==> config.mk <==
export PLATFORM = sky130hd
export DESIGN_NAME = mem_ctrl
export DESIGN_NICKNAME = d
export VERILOG_FILES = /design/src/rtl/mem_ctrl.sv
export SDC_FILE = /design/constraint.sdc
export NUM_CORES = 1
export LEC_CHECK = 0
export ABC_CLOCK_PERIOD_IN_PS = 6400
export BUFFER_PORTS_ARGS = -buffer_cell sky130_fd_sc_hd__buf_2
export CORE_MARGIN = 4
export CORE_UTILIZATION = 51
export CTS_CLUSTER_SIZE = 20
export DETAILED_ROUTE_END_ITERATION = 6
export GPL_TIMING_DRIVEN = 1
export PLACE_DENSITY = 0.93
export SYNTH_ARGS = -nofsm -noshare
export SYNTH_HDL_FRONTEND = slang
export SYNTH_SLANG_ARGS = --single-unit
==> constraint.sdc <==
create_clock -name clk -period 6.4 [get_ports clk]
set_clock_uncertainty 0.05 [all_clocks]
set_input_delay 1.28 -clock clk [delete_from_list [all_inputs] [get_ports clk]]
set_output_delay 1.28 -clock clk [all_outputs]
set_load 0.02 [all_outputs]
==> src/rtl/mem_ctrl.sv <==
// Purpose : single-outstanding request controller in front of the word-addressed data RAM.
// Latency : in-range MIN_WAIT+2 cycles minimum (accept to resp_valid), out-of-range 1 cycle.
// Backpr. : req_ready is high only in IDLE, so one request is in flight and nothing is queued.
// Option  : `define MEM_CTRL_WRITE_VERIFY_EN re-reads every successful write and flags a mismatch.
module mem_ctrl #(
    parameter int DEPTH    = 32,
    parameter int MIN_WAIT = 2,
    parameter int TIMEOUT  = 64
) (
    input  logic        clk,
    input  logic        rst_n,
    input  logic        req_valid,
    output logic        req_ready,
    input  logic        req_wr,
    input  logic [31:0] req_addr,
    input  logic [31:0] req_wdata,
    output logic        resp_valid,
    output logic [31:0] resp_rdata,
    output logic        resp_err,
    output logic [31:0] mem_data,
    output logic [31:0] mem_addr,
    output logic        mem_wr,
    input  logic        mem_response,
    input  logic [31:0] mem_out
);

    localparam logic [2:0] S_IDLE       = 3'd0;
    localparam logic [2:0] S_SETTLE     = 3'd1;
    localparam logic [2:0] S_WAIT       = 3'd2;
    localparam logic [2:0] S_DONE       = 3'd3;
`ifdef MEM_CTRL_WRITE_VERIFY_EN
    localparam logic [2:0] S_VRD_SETTLE = 3'd4;
    localparam logic [2:0] S_VRD_WAIT   = 3'd5;
`endif

    // Counter preloads; a count of N means N+1 cycles spent in the state.
    localparam logic [7:0]  SETTLE_CNT = 8'(MIN_WAIT - 1);
    localparam logic [7:0]  WAIT_CNT   = 8'(TIMEOUT - 1);
    localparam logic [31:0] DEPTH_W    = 32'(DEPTH);

    logic [2:0] state;
    logic [7:0] cnt;

    assign req_ready = (state == S_IDLE);

    // Main FSM: issue to the RAM, hold off for the settle window, then wait for
    // the level response (or give up) and publish the result for one cycle.
    always_ff @(posedge clk or negedge rst_n) begin
        if (!rst_n) begin
            state      <= S_IDLE;
            cnt        <= 8'd0;
            resp_valid <= 1'b0;
            resp_rdata <= 32'd0;
            resp_err   <= 1'b0;
            mem_data   <= 32'd0;
            mem_addr   <= 32'd0;
            mem_wr     <= 1'b0;
        end else begin
            resp_valid <= 1'b0;
            case (state)
                S_IDLE: begin
                    if (req_valid) begin
                        if (req_addr >= DEPTH_W) begin
                            // Rejected without touching the RAM interface.
                            resp_err   <= 1'b1;
                            resp_rdata <= 32'd0;
                            resp_valid <= 1'b1;
                            state      <= S_DONE;
                        end else begin
                            mem_addr <= req_addr;
                            if (req_wr) begin
                                mem_data <= req_wdata;
                            end
                            mem_wr <= req_wr;
                            cnt    <= SETTLE_CNT;
                            state  <= S_SETTLE;
                        end
                    end
                end
                S_SETTLE: begin
                    // A stale high response from an identical previous access
                    // must not complete the request early.
                    if (cnt == 8'd0) begin
                        cnt   <= WAIT_CNT;
                        state <= S_WAIT;
                    end else begin
                        cnt <= cnt - 8'd1;
                    end
                end
                S_WAIT: begin
                    if (mem_response) begin
`ifdef MEM_CTRL_WRITE_VERIFY_EN
                        if (mem_wr) begin
                            mem_wr <= 1'b0;
                            cnt    <= SETTLE_CNT;
                            state  <= S_VRD_SETTLE;
                        end else begin
                            resp_rdata <= mem_out;
                            resp_err   <= 1'b0;
                            resp_valid <= 1'b1;
                            state      <= S_DONE;
                        end
`else
                        resp_rdata <= mem_wr ? 32'd0 : mem_out;
                        resp_err   <= 1'b0;
                        resp_valid <= 1'b1;
                        state      <= S_DONE;
`endif
                    end else if (cnt == 8'd0) begin
                        resp_err   <= 1'b1;
                        resp_rdata <= 32'd0;
                        resp_valid <= 1'b1;
                        state      <= S_DONE;
                    end else begin
                        cnt <= cnt - 8'd1;
                    end
                end
`ifdef MEM_CTRL_WRITE_VERIFY_EN
                S_VRD_SETTLE: begin
                    if (cnt == 8'd0) begin
                        cnt   <= WAIT_CNT;
                        state <= S_VRD_WAIT;
                    end else begin
                        cnt <= cnt - 8'd1;
                    end
                end
                S_VRD_WAIT: begin
                    // Read-back compares against the data just written.
                    if (mem_response) begin
                        resp_err   <= (mem_out != mem_data);
                        resp_rdata <= 32'd0;
                        resp_valid <= 1'b1;
                        state      <= S_DONE;
                    end else if (cnt == 8'd0) begin
                        resp_err   <= 1'b1;
                        resp_rdata <= 32'd0;
                        resp_valid <= 1'b1;
                        state      <= S_DONE;
                    end else begin
                        cnt <= cnt - 8'd1;
                    end
                end
`endif
                S_DONE: begin
                    mem_wr <= 1'b0;
                    state  <= S_IDLE;
                end
                default: begin
                    state <= S_IDLE;
                end
            endcase
        end
    end

endmodule
== After elaboration in Yosys (flattened, before gate mapping) ==
Index checks and enable logic that the tools add are counted.

* Reductions and logical operators: 11
* Add/subtract/negate cells: 1
* Div/mod/pow operators: 0
* Equal/unequal tests: 10
* $mul: 0
* Multiplexer cells: 31
* Order comparisons: 1
* Bitwise logic cells: 1
* Shift operators: 0

{| class="wikitable"
|+ Operator list
! cell !! count
|-
| 32-bit 2-to-1 mux || 5
|-
| 32-bit one-hot mux with 2 select lines || 1
|-
| 8-bit 2-to-1 mux || 5
|-
| 32-bit by 6-bit >= comparator with 1-bit output (second input constant) || 1
|-
| 8-bit one-hot mux with 3 select lines || 1
|-
| 3-bit 2-to-1 mux || 4
|-
| 1-bit 2-to-1 mux || 10
|-
| 2-bit != test (second input constant) || 5
|-
| 3-bit one-hot mux with 3 select lines || 1
|-
| 3-bit AND reduction || 3
|-
| 8-bit zero test || 1
|-
| 4-bit AND reduction || 2
|-
| 8-bit by 1-bit subtractor with 8-bit output (second input constant) || 1
|-
| 3-bit by 2-bit == test with 1-bit output (second input constant) || 2
|-
| 1-bit one-hot mux with 2 select lines || 3
|-
| 5-bit AND reduction || 1
|-
| 2-bit nonzero test || 2
|-
| 3-bit by 1-bit == test with 1-bit output (second input constant) || 1
|-
| 3-bit zero test || 1
|-
| 3-bit != test (second input constant) || 1
|-
| 3-bit nonzero test || 1
|-
| 2-bit 2-to-1 mux || 1
|-
| 2-bit by 1-bit != test with 1-bit output (second input constant) || 1
|-
| 1-bit NOT || 1
|}

* Input bits: 101
* Flip-flop bits (word level): 110
* Memory bits (writable): 0
* Memories: 0
* Latch bits: 0
* ROM bits: 0
* Output and inout port bits: 100

== Depth between registers and ports, before layout ==
* Depth in word-level cells: 4
* Mapped depth: 8
* Mapped depth without buffers: 7

== Worst setup path after synthesis ==
No wires, ideal clock.

* Kind: input to register
* Start point: in req_addr[23]
* End point: reg resp_rdata[14]
* Slack: 3485 ps
* Path buffers: 1
* Arrival: 2744 ps
* Stages on the path: 6
* Data required time: 6229 ps
* Path through: nor4_2 nand4_2 o41ai_4 a211oi_2 buf_6 a22o_1

* Cells in the longest elaborated chain, start to end: 3

{| class="wikitable"
|+ Ends and longest elaborated chain
! item !! RTL line !! RTL
|-
| from (decl) || 15 || <nowiki>input logic [31:0] req_addr,</nowiki>
|-
| 32-bit by 6-bit >= comparator with 1-bit output || 63 || <nowiki>if (req_addr >= DEPTH_W) begin</nowiki>
|-
| 2-bit by 1-bit != test with 1-bit output (no line) || - ||
|-
| 4-bit AND reduction (no line) || - ||
|-
| to (signal assigned) || 104 || <nowiki>resp_rdata <= mem_wr ? 32'd0 : mem_out;</nowiki>
|-
| to (decl) || 18 || <nowiki>output logic [31:0] resp_rdata,</nowiki>
|}

Every way passes these cells.
A chain may end at the register's enable or synchronous reset.

== Worst setup path after layout ==
* Start point: in req_addr[14]
* End point: reg mem_data[30]

* Cells in the longest elaborated chain, start to end: 3

{| class="wikitable"
|+ Ends and longest elaborated chain
! item !! RTL line !! RTL
|-
| 32-bit by 6-bit >= comparator with 1-bit output || 63 ||
|-
| 1-bit NOT (no line) || - ||
|-
| 4-bit AND reduction (no line) || - ||
|-
| to (signal assigned) || 72 || <nowiki>mem_data <= req_wdata;</nowiki>
|-
| to (decl) || 20 || <nowiki>output logic [31:0] mem_data,</nowiki>
|}

Every way passes these cells.

==> flow_metrics.tcl <==
set metrics [dict create \
    cp_data_required_time_ps 6600 \
    path_buf_inv 2 \
    viasPerCell 5.42 \
    fin_cells 636 \
    synth_cell_types 47 \
    setup_viol 0 \
    hold_viol_final 0 \
    path_clk_slew_ps 100 \
    grt_usage 0.218 \
    start_util 0.533 \
    synth_warnings 0 \
    antenna_cells 0 \
    final.setup.worst_slack_ps 3040 \
    dp_slack_ps 2630 \
    synth-seq-cells 109 \
    grt_start_max_net_pins 67 \
    end_kind "register" \
    cts_buffers 9 \
    drv_cap 0 \
    pin_count 201 \
    path_max_fanout 33 \
    crit_type "in -> reg" \
    holdPathEnd "mem_data[11]$_DFFE_PN0P_" \
    slew_viol_final 0 \
    rrSetupSlack_ps 3510 \
    post_cts_buffers 0 \
    portBuffers 200 \
    ys_seq_area_frac 0.611 \
    hold_buffers 0 \
    dieArea_mm2 0.0103 \
    syn_area_per_cell_um2 13.6 \
    hold_start "mem_data[11]$_DFFE_PN0P_" \
    clk_path_buf_depth 2 \
    grt_overflow 0 \
    tightestPinTransition_ps 1300 \
    ctsResizeCount 0 \
    htreeDepth 3 \
    r2r_cells 7 \
    drive_gt1_frac 0.446 \
    nets 635 \
    antenna_found_initial 0 \
    cpPeakStageDelay_ps 520 \
    fin_tns_setup_ps 0 \
    final_util 0.677 \
    hold_path_class "reg -> reg" \
    synth_edf_count 0 \
    period_share 0.525 \
    dr.pass1.iters 4 \
    synth-main-ff-cell "dfrtp_1" \
    reg2reg_from "state[0]$_DFFE_PN0P_" \
    worstPathArrival_ps 3560 \
    max_slew_margin 0.127 \
    n_fill_cell 618 \
    wl_per_cell_um 18.0 \
    wirelength_um 11400 \
    wirelength_met1_um 4320 \
    placementRows 33 \
    vdd_ir_drop_max_mv 0.254 \
    period_needed_ps 3360 \
    via_count 3445 \
    synth_nets 437 \
    whs_ps 449 \
    synth_top_area_cell "dfrtp_1" \
    post-synth-top-count-cell "dfrtp_1" \
    ant_nets 0 \
    grt_pass1_vias 3607 \
    cts_tree "built" \
    cellPowerDensity_mw_per_mm2 376 \
    rsz0062_at_grt "false" \
    cts_sinks 109 \
    synth_area_leaders "dfrtp_1 (61%), mux2_1 (7.6%), a22o_1 (6.5%)" \
    coreArea_mm2 0.00838 \
    dp.cells 621 \
    yosysTopAreaCellShare 0.611 \
    grt_pass1_wl_um 17600 \
    cpMaxStageDelayCell "nand2_2" \
    synthArstFlopShare 1.00 \
    areaGrowthSynthToFinish_pct 27.2 \
    r2r_end "mem_data[30]$_DFFE_PN0P_" \
    worstSkewPairLatency_ps 370 \
    syn_area_mm2 0.00447 \
    min_path_cells 1 \
    root_buffer "clkbuf_8" \
    p_leak_uw 0.00331 \
    crit_chain "buf_2, nor4_1, nand4_1, nor3_4, buf_4, nand2_2, mux2_1" \
    syn_inst 329 \
    die_w_um 102 \
    status "completed" \
    gp_congestion 0.819 \
    dr_wl_met2_um 5820 \
    synthTopCellsByCount "dfrtp_1 (109), a22o_1 (33), nor2b_1 (31)" \
    cp_top_family "simple AND/OR/NAND/NOR gates" \
    multiInputGateArea_mm2 0.00158 \
    max_freq_mhz 297 \
    dp_hpwl_um 8740 \
    die_h_um 102 \
    drt_iter0_drc 89 \
    register_area_mm2 0.00273 \
    dr.max_layer_used "met4" \
    drc_errors 0 \
    wl_met3_um 989 \
    cp-start-kind "input port" \
]
==> metal layers <==
layer  up-vias  GRT usage
met2       160      0.378
met3        29     0.0565
met4         0     0.0971
met1      1687      0.256
met5         -          0
li1       1569          -
==> through the flow <==
stage          cell area [um^2]  total power (uW)
3_3_place_gp               5500              1720
6_report                   5680              2130
2_1_floorplan              4470              1530
3_5_place_dp               5500              1760
4_1_cts                    5680              2150
5_1_grt                    5680              2250
==> layout make-up <==
cell class / instances / share of cell area
repair buffers: 202 / 0.179
flip-flops and latches: 109 / 0.480
multi-input cells: 193 / 0.279
clock buffers: 10 / 0.0225
inverters: 12 / 0.00793
well taps: 105 / 0.0231
clock inverters: 5 / 0.00815
==> flip-flops by register name, summed over array words and instances, names as in the netlist <==
signal	flops
mem_data	32
resp_rdata	32
resp_err	1
mem_wr	1
cnt	8
state	2
resp_valid	1
mem_addr	32
==> cell families after synthesis <==
| group | share of synthesized area |
|---|---|
| AOI/OAI and AO/OA | 0.126 |
| adders and majority gates | 0.0196 |
| buffers and inverters | 0.0367 |
| DFF | 0.611 |
| muxes | 0.0981 |
| and+or+nand+nor | 0.109 |
==> worst max-delay path by stage <==
stage                             from  depth (start not counted)                    endpoint  slack [ps]
after CTS                 req_addr[14]                          7    mem_data[26]$_DFFE_PN0P_        3040
after floorplan           req_addr[23]                          6  resp_rdata[14]$_DFFE_PN0P_        3480
final                     req_addr[14]                          7    mem_data[30]$_DFFE_PN0P_        3040
after global routing      req_addr[14]                          7    mem_data[14]$_DFFE_PN0P_        2810
after global placement    req_addr[19]                          7    mem_data[27]$_DFFE_PN0P_        2730
after detailed placement  req_addr[14]                          7     mem_data[9]$_DFFE_PN0P_        2630
==> power by group <==
group	switching [uW]	internal, uW	total (uW)	leakage, uW
registers	88.3	820	908	0.00149
logic	530	313	843	0.00173
clock network	236	146	382	0.0000888
total	854	1280	2130	0.00331
==> cells in the final DEF, fill, tap and decap left out, types with 2 or more instances in the layout <==
master and count:
buf_2 199, dfrtp_1 109, a22o_1 33, nor2b_1 31, mux2_1 30, nand2_1 13, inv_1 12, nor2_1 9
clkbuf_8 9, mux2_2 8, a21oi_1 7, ha_1 7, nand3_1 5, a31oi_1 4, o21ai_0 4, nor4_2 3
nor4_1 3, nand4_1 3, o211ai_1 3, clkinv_4 3, buf_4 3, a21o_1 2, o2bb2ai_1 2, and3_1 2
a211oi_1 2
No activity file was read; power rests on OpenSTA's default activity.
